<file path="src/rtl/mips16_prog_loader.sv">
// mips16_prog_loader: byte-serial loader packing big-endian bytes into imem words; optional CHECKSUM_EN adds a trailing XOR byte check
module mips16_prog_loader #(
  parameter int ADDR_W = 4,
  parameter int NUM_WORDS = 16
) (
  input  logic              clk,
  input  logic              rst,
  input  logic              start,
  input  logic              in_valid,
  input  logic [7:0]        in_data,
  output logic              in_ready,
  output logic              imem_we,
  output logic [ADDR_W-1:0] imem_addr,
  output logic [15:0]       imem_wdata,
  output logic              cpu_hold,
  output logic              busy,
  output logic              done,
  output logic              chk_err
);
  typedef enum logic [2:0] {IDLE, HI, LO, WR, CHK, DONE} state_t;
  localparam logic [ADDR_W-1:0] LAST = ADDR_W'(NUM_WORDS - 1);
  state_t state, next;
  logic [7:0] hi;
  logic xfer;
  logic last;
  assign xfer = in_valid & in_ready;
  assign last = imem_addr == LAST;
  assign in_ready = state inside {HI, LO, CHK};
  assign imem_we = state == WR;
  assign busy = state inside {HI, LO, WR, CHK};
  assign done = state == DONE;
  assign cpu_hold = busy | (done & chk_err);
  // state register
  always_ff @(posedge clk) state <= rst ? IDLE : next;
  // next-state logic
  always_comb begin
    next = state;
    case (state)
      IDLE:    next = start ? HI : IDLE;
      HI:      next = xfer ? LO : HI;
      LO:      next = xfer ? WR : LO;
`ifdef CHECKSUM_EN
      WR:      next = last ? CHK : HI;
`else
      WR:      next = last ? DONE : HI;
`endif
      CHK:     next = xfer ? DONE : CHK;
      DONE:    next = start ? HI : DONE;
      default: next = IDLE;
    endcase
  end
  // word assembly and address stepping
  always_ff @(posedge clk) begin
    if (rst) begin
      imem_addr <= '0;
      imem_wdata <= '0;
      hi <= '0;
    end else begin
      if ((state == IDLE || state == DONE) && start) imem_addr <= '0;
      if (state == HI && xfer) hi <= in_data;
      if (state == LO && xfer) imem_wdata <= {hi, in_data};
      if (state == WR && !last) imem_addr <= imem_addr + 1'b1;
    end
  end
`ifdef CHECKSUM_EN
  logic [7:0] xr;
  logic err;
  assign chk_err = err;
  // running XOR of image bytes and trailing-byte comparison
  always_ff @(posedge clk) begin
    if (rst) begin
      xr <= '0;
      err <= 1'b0;
    end else begin
      if ((state == IDLE || state == DONE) && start) begin
        xr <= '0;
        err <= 1'b0;
      end
      if ((state == HI || state == LO) && xfer) xr <= xr ^ in_data;
      if (state == CHK && xfer) err <= in_data != xr;
    end
  end
`else
  assign chk_err = 1'b0;
`endif
endmodule

</file>
<file path="config.mk">
export PLATFORM = sky130hd
export DESIGN_NAME = mips16_prog_loader
export DESIGN_NICKNAME = d
export VERILOG_FILES = /design/src/rtl/mips16_prog_loader.sv
export SDC_FILE = /design/constraint.sdc
export NUM_CORES = 1
export LEC_CHECK = 0
export CAP_MARGIN = 20
export CORE_UTILIZATION = 47
export CTS_CLUSTER_DIAMETER = 30
export DETAILED_ROUTE_END_ITERATION = 6
export DONT_BUFFER_PORTS = 1
export PLACE_DENSITY = 0.64
export SLEW_MARGIN = 10
export SYNTH_ARGS = -nofsm -noshare
export SYNTH_HDL_FRONTEND = slang
export SYNTH_SLANG_ARGS = --single-unit
export TNS_END_PERCENT = 30
</file>
<file path="constraint.sdc">
create_clock -name clk -period 2 [get_ports clk]
set_input_delay 0.5 -clock clk [delete_from_list [all_inputs] [get_ports clk]]
set_output_delay 0.5 -clock clk [all_outputs]
set_load 0.005 [all_outputs]
</file>
==> results.yml <==
run_status:
  status: "finished, final reports clean"
final_layout:
  area_of_the_multi_input_gates_um2: 628
  final_layout_net_count: 162
  antenna-diode-count: 0
  final.fill_count: 269
  synthToLayoutAreaGrowth_pct: 2.42
  final-seq-area_um2: 624
  layout.core_utilization: 0.504
  share_of_cells_above_drive_strength_1: 0.101
sta:
  setup_repair_after_global_routing_missed_its_margin: "false"
  totalNegativeSetupSlack_ps: 0
  finalWorstSetupSlack_ps: 142
  final-hold-violation-count: 0
  finalHoldWorstSlack_ps: 234
  skew_ps: 6.14
  max_freq_mhz: 538
  fin_crit_sh: 0.929
  drv_slew: 0
  timing.final.crit_period_ps: 1860
  setup_viol: 0
yosys:
  netlist-cell-type-count: 33
  synth_warnings: 0
  synth.ff_latch_count: 31
  synth_edf_count: 0
  synthesis.area_per_instance_um2: 8.73
  post_synth_instance_area_um2: 1350
  synth_nets: 167
  synth-async-reset-ratio: 0
  yosysSeqAreaShare: 0.461
  synth_cells: 154
  ys.flop_type: "sky130_fd_sc_hd__dfxtp_1"
setup_path:
  setup.worst_path.start_class: "flip-flop"
  crit_arrival_ps: 1360
  critPathMaxFanout: 14
  critPathCaptureType: "primary output"
  kind_of_critical_path: "reg2out"
  cp.required_ps: 1500
die:
  floorplan.die_area_um2: 3080
  io_pins: 38
  die_w_um: 55.5
  effective_utilization_at_floorplan: 0.492
  rows: 19
  die_h_um: 55.5
  design.core.area_um2: 2730
clocking:
  cts_root_buf: "sky130_fd_sc_hd__clkbuf_4"
  tritoncts.num_buffers: 5
  cts_post_setup_buffers_inserted: 0
  cts.sink_count: 31
  clkLatencyLatePin_ps: 320
  h-tree-depth: 2
  clk_path_buf_depth: 2
  cts_tree: "built"
  cts.reportedPaths.clkPinSlew_ps: 90
job:
  max_cap_viol_count: 0
drt:
  via_count: 1010
  drcViolationCount: 0
  detail_route.wirelength_mm: 2.44
  routed_wire_length_per_instance_um: 13.6
  firstDrtPassIters: 4
  postRouteAntennaNets: 0
  first_iter_violations: 26
  drt-vias-per-instance: 5.61
global_routing:
  grt_max_degree: 33
  grt_pass1_vias: 890
  globalRouteOverflowTotal: 0
  globalRouteTotalUtil: 0.168
  first_pass_grt_wire_length_mm: 3.95
  grt_antenna_before_repair: 0
placement:
  detailed_place_hpwl_mm: 1.67
  pre_cts_slack_ps: 313
  placement.io_buffers: 0
  routabilityCongestion: 0.749
power:
  power.ir.vdd_worst_v: 0.000668
  p_leak_nw: 0.506
  power.density_cell_area_nw_per_um2: 854
worst_hold_path:
  worst_hold_path_type: "in2reg"
## final timing paths
kind | startpoint | to | slack [ps] | cells after the start
setup / recovery | state[0] | cpu_hold | 140 | 3
hold / removal | rst | state[1] | 230 | 1
setup reg to reg | state[0] | hi[2] | 680 | 3
hold reg to reg | hi[3] | imem_wdata[11] | 450 | 2
## worst max-delay path, stage by stage (launching register included)
cell	delay [ps]
sky130_fd_sc_hd__dfxtp_2	480
sky130_fd_sc_hd__xor2_1	100
sky130_fd_sc_hd__o21a_1	200
sky130_fd_sc_hd__or2b_1	270
## logic make-up after synthesis
group / synth area share
AO/OA/AOI/OAI: 0.146
XOR/XNOR: 0.0130
adder cells (fa/ha/maj): 0.00930
buffers and inverters: 0.0716
flip-flops: 0.461
multiplexers: 0.0670
other: 0.00279
AND/OR/NAND/NOR: 0.229
## sequential cells by signal, summed over array words and instances, names as in the netlist
register	cells
imem_addr	4
state	3
imem_wdata	16
hi	8
## repair_timing
item / CTS / global route
endpoints found under the hold margin: 0 / 0
endpoints found under the setup margin: 2 / 2
hold buffers: 0 / 0
resized for setup: 1 / 2
## stage by stage
step | instances | area, um^2 | total power [mW]
after floorplan | 154 | 1350 | 0.742
after CTS | 180 | 1380 | 1.19
after detailed placement | 173 | 1300 | 0.733
after global placement | 173 | 1300 | 0.730
after global routing | 180 | 1380 | 1.24
final | 180 | 1380 | 1.18
## layout by cell type, fill, tap and decap left out, types with 2 or more instances in the layout
master	count
sky130_fd_sc_hd__dfxtp_2	3
sky130_fd_sc_hd__clkbuf_4	5
sky130_fd_sc_hd__a211oi_1	2
sky130_fd_sc_hd__nand3_1	4
sky130_fd_sc_hd__o21a_1	2
sky130_fd_sc_hd__dfxtp_1	28
sky130_fd_sc_hd__inv_1	2
sky130_fd_sc_hd__a21oi_1	19
sky130_fd_sc_hd__o21ai_0	2
sky130_fd_sc_hd__and4bb_2	2
sky130_fd_sc_hd__o221ai_1	2
sky130_fd_sc_hd__xor2_1	2
sky130_fd_sc_hd__and3_1	2
sky130_fd_sc_hd__mux2i_1	9
sky130_fd_sc_hd__nand2b_1	3
sky130_fd_sc_hd__o22ai_1	3
sky130_fd_sc_hd__nand2_1	34
sky130_fd_sc_hd__nor2_1	10
## cell type report
type                       count  share of cell area
clock buffer                   6              0.0300
clock inverter                 1              0.0218
inverter                       2             0.00545
multi-input combinational    108               0.456
sequential                    31               0.453
tap                           31              0.0282
timing repair buffer           1             0.00545
## where the power goes
part	internal (mW)	total [mW]	switching, mW
logic	0.0329	0.0680	0.0351
registers	0.632	0.650	0.0179
clock network	0.258	0.458	0.201
total	0.923	1.18	0.254
## layer usage
layer	track usage	wire length (um)	vias to the layer above
li1	-	-	509
met1	0.189	1050	472
met2	0.260	1190	27
met3	0.0937	184	2
met4	0.0750	17	0
met5	0	0	-
## Yosys cell counts (3+ instances only)
master | number | area [um^2]
sky130_fd_sc_hd__a21oi_1 | 19 | 95.1
sky130_fd_sc_hd__buf_4 | 6 | 45.0
sky130_fd_sc_hd__clkbuf_1 | 3 | 11.3
sky130_fd_sc_hd__dfxtp_1 | 31 | 621
sky130_fd_sc_hd__mux2i_1 | 9 | 90.1
sky130_fd_sc_hd__nand2_1 | 34 | 128
sky130_fd_sc_hd__nand2b_1 | 3 | 18.8
sky130_fd_sc_hd__nand3_1 | 4 | 20.0
sky130_fd_sc_hd__nor2_1 | 10 | 37.5
sky130_fd_sc_hd__o22ai_1 | 3 | 18.8
Note: power is estimated with default switching activity, not from simulation.
